===== src/rtl/countdown_pkg.sv =====
// -----------------------------------------------------------------------------
// countdown_pkg
// Shared definitions for the shot-clock countdown timer.
//   state_t    : controller states (IDLE, RUNNING, PAUSED, EXPIRED)
//   MAX_COUNT  : largest value the two-digit display path may ever see
//   sat_count  : clamps a 5-bit request to MAX_COUNT
// -----------------------------------------------------------------------------
package countdown_pkg;

  typedef enum logic [1:0] {
    ST_IDLE    = 2'd0,
    ST_RUNNING = 2'd1,
    ST_PAUSED  = 2'd2,
    ST_EXPIRED = 2'd3
  } state_t;

  localparam logic [4:0] MAX_COUNT = 5'd30;

  // min(value, 30): a 5-bit load request can encode 31, which the display
  // cannot show, so it is pulled back to the maximum.
  function automatic logic [4:0] sat_count(input logic [4:0] value);
    return (value > MAX_COUNT) ? MAX_COUNT : value;
  endfunction

endpackage


===== src/rtl/countdown_timer_prescaler.sv =====
// -----------------------------------------------------------------------------
// tick_prescaler
// Per-second divider for the countdown timer. Counts enabled clk cycles
// 0..TICKS_PER_SEC-1 and flags the terminal cycle.
//   clk    in  : system clock, rising edge
//   reset  in  : asynchronous active-high reset, count -> 0
//   enable in  : advance the count this cycle
//   clr    in  : synchronous return to 0 (wins over enable)
//   tick   out : combinational, high while enabled at the terminal count;
//                the parent registers the resulting decrement/tick
// -----------------------------------------------------------------------------
module tick_prescaler #(
  parameter int TICKS_PER_SEC = 50000000
) (
  input  logic clk,
  input  logic reset,
  input  logic enable,
  input  logic clr,
  output logic tick
);

  localparam int         W         = $clog2(TICKS_PER_SEC);
  localparam logic [W-1:0] LAST    = W'(TICKS_PER_SEC - 1);

  logic [W-1:0] r_count;
  logic         w_at_last;

  assign w_at_last = (r_count == LAST);

  // When disabled at the terminal count the value simply holds, so a pause
  // on the terminal cycle resumes straight into the decrement.
  assign tick = enable & w_at_last;

  always_ff @(posedge clk or posedge reset) begin
    if (reset) begin
      r_count <= '0;
    end else if (clr) begin
      r_count <= '0;
    end else if (enable) begin
      r_count <= w_at_last ? '0 : r_count + W'(1);
    end
  end

endmodule


===== src/rtl/countdown_timer.sv =====
// -----------------------------------------------------------------------------
// countdown_timer
// Shot-clock style seconds countdown feeding a two-digit seven-segment
// decoder. Holds 0..30, decrements once per second while running and flags
// expiry at 0. Controls are level inputs acted on at their rising edge.
//   clk        in  : system clock, rising edge
//   reset      in  : asynchronous active-high reset
//   start      in  : rising edge starts/resumes (IDLE or PAUSED, number > 0)
//   pause      in  : rising edge pauses a running count
//   clear      in  : rising edge -> IDLE, number = START_VALUE
//   load       in  : rising edge loads min(load_value,30) unless RUNNING
//   load_value in  : 5-bit value for load
//   number     out : current count, 0..30
//   running    out : high in RUNNING
//   expired    out : high in EXPIRED
//   tick       out : one-cycle pulse on each decrement
// Per-cycle priority: clear > load > pause > start.
// -----------------------------------------------------------------------------
module countdown_timer
  import countdown_pkg::*;
#(
  parameter int         TICKS_PER_SEC = 50000000,
  parameter logic [4:0] START_VALUE   = 5'd30
) (
  input  logic       clk,
  input  logic       reset,
  input  logic       start,
  input  logic       pause,
  input  logic       clear,
  input  logic       load,
  input  logic [4:0] load_value,
  output logic [4:0] number,
  output logic       running,
  output logic       expired,
  output logic       tick
);

  state_t     r_state;
  logic [4:0] r_number;
  logic       r_running;
  logic       r_expired;
  logic       r_tick;

  // Previous-cycle copies of the controls for rising-edge detection.
  logic r_start_prev;
  logic r_pause_prev;
  logic r_clear_prev;
  logic r_load_prev;

  logic w_start_edge;
  logic w_pause_edge;
  logic w_clear_edge;
  logic w_load_edge;

  state_t     w_state_next;
  logic [4:0] w_number_next;
  logic       w_dec;
  logic       w_presc_en;
  logic       w_presc_clr;
  logic       w_term;
  logic       w_running_next;
  logic       w_expired_next;
  logic       w_tick_next;

  assign w_start_edge = start & ~r_start_prev;
  assign w_pause_edge = pause & ~r_pause_prev;
  assign w_clear_edge = clear & ~r_clear_prev;
  assign w_load_edge  = load  & ~r_load_prev;

  // The prescaler only advances on a running cycle that is not being
  // interrupted by clear or pause; a load edge is ignored while running.
  // Kept apart from the next-state logic so the terminal flag coming back
  // from the prescaler has no path into its own enable.
  assign w_presc_en  = (r_state == ST_RUNNING) & ~w_clear_edge & ~w_pause_edge;
  assign w_presc_clr = w_clear_edge | (w_load_edge & (r_state != ST_RUNNING));

  tick_prescaler #(
    .TICKS_PER_SEC(TICKS_PER_SEC)
  ) u_prescaler (
    .clk    (clk),
    .reset  (reset),
    .enable (w_presc_en),
    .clr    (w_presc_clr),
    .tick   (w_term)
  );

  // State register (also holds the count, edge history and outputs).
  always_ff @(posedge clk or posedge reset) begin
    if (reset) begin
      r_state      <= ST_IDLE;
      r_number     <= START_VALUE;
      r_running    <= 1'b0;
      r_expired    <= 1'b0;
      r_tick       <= 1'b0;
      r_start_prev <= 1'b0;
      r_pause_prev <= 1'b0;
      r_clear_prev <= 1'b0;
      r_load_prev  <= 1'b0;
    end else begin
      r_state      <= w_state_next;
      r_number     <= w_number_next;
      r_running    <= w_running_next;
      r_expired    <= w_expired_next;
      r_tick       <= w_tick_next;
      r_start_prev <= start;
      r_pause_prev <= pause;
      r_clear_prev <= clear;
      r_load_prev  <= load;
    end
  end

  // Next-state and next-count logic.
  always_comb begin
    w_state_next  = r_state;
    w_number_next = r_number;
    w_dec         = 1'b0;
    if (w_clear_edge) begin
      w_state_next  = ST_IDLE;
      w_number_next = START_VALUE;
    end else if (w_load_edge && (r_state != ST_RUNNING)) begin
      w_state_next  = ST_IDLE;
      w_number_next = sat_count(load_value);
    end else if (w_pause_edge) begin
      // A pause edge also masks a coincident start edge, even when there is
      // nothing running to pause.
      if (r_state == ST_RUNNING) begin
        w_state_next = ST_PAUSED;
      end
    end else if (w_start_edge && ((r_state == ST_IDLE) || (r_state == ST_PAUSED))
                 && (r_number != 5'd0)) begin
      w_state_next = ST_RUNNING;
    end else if ((r_state == ST_RUNNING) && w_term) begin
      w_dec         = 1'b1;
      w_number_next = r_number - 5'd1;
      if (r_number == 5'd1) begin
        w_state_next = ST_EXPIRED;
      end
    end
  end

  // Output logic: decoded from the next state so every output is registered.
  always_comb begin
    w_running_next = (w_state_next == ST_RUNNING);
    w_expired_next = (w_state_next == ST_EXPIRED);
    w_tick_next    = w_dec;
  end

  assign number  = r_number;
  assign running = r_running;
  assign expired = r_expired;
  assign tick    = r_tick;

endmodule


===== config.mk =====
export PLATFORM = sky130hd
export DESIGN_NAME = countdown_timer
export DESIGN_NICKNAME = d
export VERILOG_FILES = /design/src/rtl/countdown_pkg.sv /design/src/rtl/countdown_timer_prescaler.sv /design/src/rtl/countdown_timer.sv
export SDC_FILE = /design/constraint.sdc
export NUM_CORES = 1
export LEC_CHECK = 0
export BUFFER_PORTS_ARGS = -buffer_cell sky130_fd_sc_hd__buf_4
export CORE_UTILIZATION = 59
export DETAILED_ROUTE_END_ITERATION = 6
export HOLD_SLACK_MARGIN = 0.03
export PLACE_DENSITY = 0.79
export SETUP_SLACK_MARGIN = 0.02
export SLEW_MARGIN = 20
export SYNTH_ARGS = -nofsm -noshare
export SYNTH_HDL_FRONTEND = slang
export SYNTH_HIERARCHICAL = 1
export SYNTH_SLANG_ARGS = --single-unit

===== constraint.sdc =====
create_clock -name clk -period 3.1 [get_ports clk]
set_input_delay 0.155 -clock clk [delete_from_list [all_inputs] [get_ports clk]]
set_output_delay 0.155 -clock clk [all_outputs]
set_load 0.01 [all_outputs]

## Word-level counts from Yosys, hierarchy flattened

Index checks and enable logic that the tools add are counted.

| cells by class | value |
|---|---|
| reduce and logical (&&, ||, !) cells | 10 |
| bitwise gates (word level) | 15 |
| add/subtract/negate cells | 2 |
| muxes and demuxes | 21 |
| magnitude comparators | 1 |
| equal/unequal tests | 9 |

Operator list:

| kind | number |
|---|---|
| two-way mux 26 bit | 3 |
| two-way mux 5 bit | 6 |
| adder 26 x 1 -> 26 bit, second input constant | 1 |
| == test 26 bit, second input constant | 1 |
| two-way mux 2 bit | 7 |
| bitwise AND 1 bit | 8 |
| NOT 1 bit | 6 |
| == test 5 x 1 -> 1 bit, second input constant | 1 |
| > comparator 5 bit, second input constant | 1 |
| two-way mux 1 bit | 5 |
| nonzero test 5 bit | 1 |
| subtractor 5 x 1 -> 5 bit, second input constant | 1 |
| == test 2 x 1 -> 1 bit, second input constant | 2 |
| == test 2 bit, second input constant | 2 |
| logical AND 1 bit | 4 |
| inequality test 3 x 1 -> 1 bit, second input constant | 1 |
| inequality test 3 bit, second input constant | 1 |
| AND reduction 3 bit | 1 |
| nonzero test 3 bit | 1 |
| logical NOT 2 bit | 1 |
| inequality test 2 x 1 -> 1 bit, second input constant | 1 |
| nonzero test 2 bit | 1 |
| logical OR 1 bit | 1 |
| bitwise OR 1 bit | 1 |

| storage, ports and cells | value |
|---|---|
| register bits | 40 |
| logic and storage cells | 68 |

## Logic depth before layout (Yosys ltp)

| depth | value |
|---|---|
| word-level depth | 13 |
| mapped depth | 10 |
| gate-level depth less buffers | 9 |

## Cells and area by module

Netlist, hierarchy kept.

Modules (own cells, without submodules):

| module | cells each | times used | area an instance (um2) |
|---|---|---|---|
| tick_prescaler | 151 | 1 | 1433.9 |
| countdown_timer | 69 | 1 | 715.7 |

## Worst setup path before layout

No wires, ideal clock.

| timing path | value |
|---|---|
| path type | register to register |
| start point | register r_state[0] |
| end point | register u_prescaler.r_count[18] |
| arrival time | 2.275 ns |
| setup slack | 0.747 ns |
| cell stages (with the launch flop) | 11 |
| period minus slack after synthesis | 2.353 ns |
| path buffers | 3 |
| cell sequence | dfrtp_1 -> nor2b_4 -> or3b_1 -> buf_6 -> nand2_2 -> buf_2 -> o211a_1 -> nand4_2 -> buf_2 -> or3_1 -> a21oi_1 |

| between the ends | value |
|---|---|
| word-level cells in the longest chain between the ends | 4 |
| elaborated cells between the ends (all ways) | 8 |
| those cells by class | eq/ne: 2; mux: 1; bitwise: 4; reduce/logical: 1 |

RTL lines:

| what | line | text |
|---|---|---|
| start: declaration | countdown_timer.sv:38 | `state_t r_state;` |
| start signal: assignment | countdown_timer.sv:100 | `r_state <= w_state_next;` |
| inequality test 2 x 1 -> 1 bit * | countdown_timer.sv:75 | `assign w_presc_clr = w_clear_edge \| (w_load_edge & (r_state != ST_RUNNING));` |
| bitwise AND 1 bit * | countdown_timer.sv:75 |  |
| bitwise OR 1 bit * | countdown_timer.sv:75 |  |
| via w_presc_clr | countdown_timer.sv:59 | `logic w_presc_clr;` |
| two-way mux 26 bit / nonzero test 2 bit (equally long branches) | -- |  |
| end signal: assignment | countdown_timer_prescaler.sv:40 | `r_count <= w_at_last ? '0 : r_count + W'(1);` |
| end: declaration | countdown_timer_prescaler.sv:25 | `logic [W-1:0] r_count;` |

Mark *: on every way through the listed nets, which the timed path passes. The rest lies on a longest branch.
A chain may end at the register's enable or synchronous reset.

## Final worst setup path

| timing path | value |
|---|---|
| start point | register r_state[0] |
| end point | register u_prescaler.r_count[22] |

The elaborated chain is that of the path after synthesis.

==> flow_summary.ini <==
[floorplanning]
ios = 19
die_w_um = 62.4
core_area_um2 = 3420
start_util_pct = 62.9
die_h_um = 62.4
die_area_um2 = 3890
rows = 21

[yosys]
synthSimpleGateAreaFrac_pct = 26.1
synth.largest_area_cell = dfrtp_1
synthAdderAreaFrac_pct = 2.33
ys_types = 47
ys_top_cells_by_area = dfrtp_1 42%, dfstp_2 4.9%, a21oi_1 4.7%, nor2_1 3.0%, xnor2_1 2.9%
synth_edf_count = 0
yosys_warnings = 6
syn_area_per_cell_um2 = 9.77
syn_area_um2 = 2150
synth_cells = 220
synth.top_cell.area_share_pct = 41.9
synth_compound_area_share_pct = 14.6
syn_nets = 235
ys_ff_latch = 40
async_reset_ff_share_pct = 100
synth_xor_area_share_pct = 5.30
synth_top_family_by_area = simple AND/OR/NAND/NOR gates
synthMuxAreaShare_pct = 0
yosysSeqAreaShare_pct = 46.8
synth_top_flop_cell = dfrtp_1

[min_path]
holdPathEnd = number[4]$_DFFE_PP1P_
min_from = load_value[4]
min_delay_path_depth = 3
hold_class = input port to flip-flop

[setup_path]
path_buf_inv = 0
startpoint_type = flip-flop
arrival_ns = 3.06
slowest_delay_ns = 0.60
cp_cell_sequence = nor2b_4 > or3b_1 > nand2_2 > o211a_1 > nand4_2 > or4_1 > a21oi_1
worstPathMaxFanout = 13
crit_path_end_kind = flip-flop
slowest_stage = or4_1
cp_num_cells = 7
r2r-end = u_prescaler/r_count[22]$_DFFE_PP0P_
reg2reg_slack_ns = 0.31
r2r_start = r_state[0]$_DFF_PP0_
cp.required_ns = 3.37
cp-startpoint = r_state[0]$_DFF_PP0_
critical_path.top_delay_family = simple AND/OR/NAND/NOR gates
crit_type = flip-flop to flip-flop
reg2reg_depth = 7

[power]
peakVddDrop_mv = 0.296
p_leak_nw = 1.05
combPwrFrac_pct = 10.3
powerDensity_nw_per_um2 = 448
swShare_pct = 22.8
power.share.sequential_pct = 51.4
p_int_uw = 844
p_sw_uw = 250
p_clk_share_pct = 38.4

[cts]
cts.reportedPaths.clkPinSlew_ns = 0.13
cts_root_buf = clkbuf_4
cts_max_path_buffers = 2
cts-resized-gates = 0
numClockSinks = 40
cts_tree = yes
cts_buffers = 5
htree_levels = 2
cts_setup_buffers = 0
clock_latency_ns = 0.35

[final_layout]
num-nets-final = 257
final_cell_mix = 36 x dfrtp_1, 20 x a21oi_1, 19 x buf_4, 17 x nor2_1, 13 x nand2_1
final_common_cell = dfrtp_1
stdcell_count = 289
antennaDiodeCount = 0
syn2layout_area_growth_pct = 13.6
drive_gt1_share_pct = 16.0

[grt]
grt_max_degree = 27
grt_pass1_wl_um = 7650
antenna_found_initial = 0
grt_pass1_vias = 1782
grt.total_usage_pct = 24.7
overflow = 0

[sta]
layout_setup_ws_ns = 0.314
setup_viol = 0
setup_tns_ns = 0
fmax_ghz = 0.359
tightest_slew_ns = 0.994
final_hold_viol_count = 0
rsz0062_at_grt = no
fin_crit_ns = 2.79
fin_crit_sh_pct = 89.9
finClkSkew_ns = 0.0214
report.final.slew_viol_count = 0
maxSlewHeadroom_pct = 33.7

[placement]
place_congestion = 0.885
port_buffers = 18
dp_hpwl_um = 3140
dp.cells = 276
place_ws_ns = 0.339

[drt]
post_drt_wl_per_cell_um = 14.9
num_vias = 1749
drt_iter0_markers = 86
via_per_inst = 6.05
dr.pass1.iters = 4
drtAntennaViolNets = 0
wl_um = 4300
drcViolationCount = 0

[job]
drv_cap = 0

[run_status]
outcome = complete, no violations
[registers in the layout, summed over array words and instances (netlist names)]
name,cells
r_state,2
r_clear_prev,1
r_pause_prev,1
r_start_prev,1
tick,1
running,1
expired,1
r_load_prev,1
number,5
u_prescaler/r_count,26
[worst max-delay path by stage]
| stage | end | slack (ns) |
|---|---|---|
| after floorplan | u_prescaler/r_count[18]$_DFFE_PP0P_ | 0.75 |
| after global placement | u_prescaler/r_count[22]$_DFFE_PP0P_ | 0.52 |
| after detailed placement | u_prescaler/r_count[22]$_DFFE_PP0P_ | 0.34 |
| after CTS | u_prescaler/r_count[22]$_DFFE_PP0P_ | 0.29 |
| after global routing | u_prescaler/r_count[22]$_DFFE_PP0P_ | 0.12 |
| final | u_prescaler/r_count[22]$_DFFE_PP0P_ | 0.31 |
[Yosys cell counts (all sizes together), types with 3 or more instances]
cell   number
nor2       17
dfrtp      36
xnor2       7
ha          4
and4        3
nand2      14
o21ai      10
nor2b       3
o31ai       7
inv        12
and3        3
dfstp       4
a21oi      20
or3         7
or4         6
buf         7
nand4      12
xor2        6
nor3        5
nand3       9
[power by group through the flow]
stage / Clock (mW) / Sequential, mW / Combinational, mW
floorplan: 0 / 0.571 / 0.0645
global placement: 0 / 0.569 / 0.104
detailed placement: 0 / 0.571 / 0.108
CTS: 0.428 / 0.561 / 0.114
global route: 0.449 / 0.563 / 0.125
finish: 0.419 / 0.562 / 0.112
[worst register-to-register path, cell delays in order, from the launching register on]
cell and delay, ns:
dfrtp_1 0.45, nor2b_4 0.17, or3b_1 0.47, nand2_2 0.26, o211a_1 0.29, nand4_2 0.30
or4_1 0.60, a21oi_1 0.17
[metal layers]
| layer | vias to the layer above | global-route usage (%) | wire [um] |
|---|---|---|---|
| met5 | - | 0 | 0 |
| met2 | 38 | 45.6 | 2270 |
| met4 | 0 | 11.9 | 101 |
| met1 | 855 | 27.3 | 1810 |
| li1 | 845 | - | - |
| met3 | 11 | 4.23 | 122 |
[cell type report]
type / count / area (um2)
clock buffer: 6 / 41.3
clock inverter: 2 / 60.1
fill: 266 / 975
inverter: 12 / 45.0
multi-input combinational: 159 / 1040
sequential: 40 / 1010
tap: 46 / 57.6
timing repair buffer: 24 / 193
[stage by stage]
step                hold slack, ns  total power, mW  util, %  instance area, um2
floorplan                   0.0414            0.636        -                2150
global route                0.0652             1.14     71.5                2440
detailed placement           0.239            0.679     67.0                2290
finish                      0.0465             1.09     71.5                2440
global placement             0.220            0.672     67.0                2290
CTS                         0.0306             1.10     71.5                2440
[cell families (layout without fill, tap and decap cells)]
| group | Yosys count | count (layout) |
|---|---|---|
| simple gates | 92 | 92 |
| compound gates | 50 | 50 |
| flops | 40 | 40 |
| buf+inv | 21 | 44 |
| xor+xnor | 13 | 13 |
| fa+ha+maj | 4 | 4 |
[timing repair]
action,4_1_cts,5_1_grt
endpoints found under the hold margin,14,0
endpoints found under the setup margin,0,0
hold buffers,5,0
No activity file was read; power rests on OpenSTA's default activity.
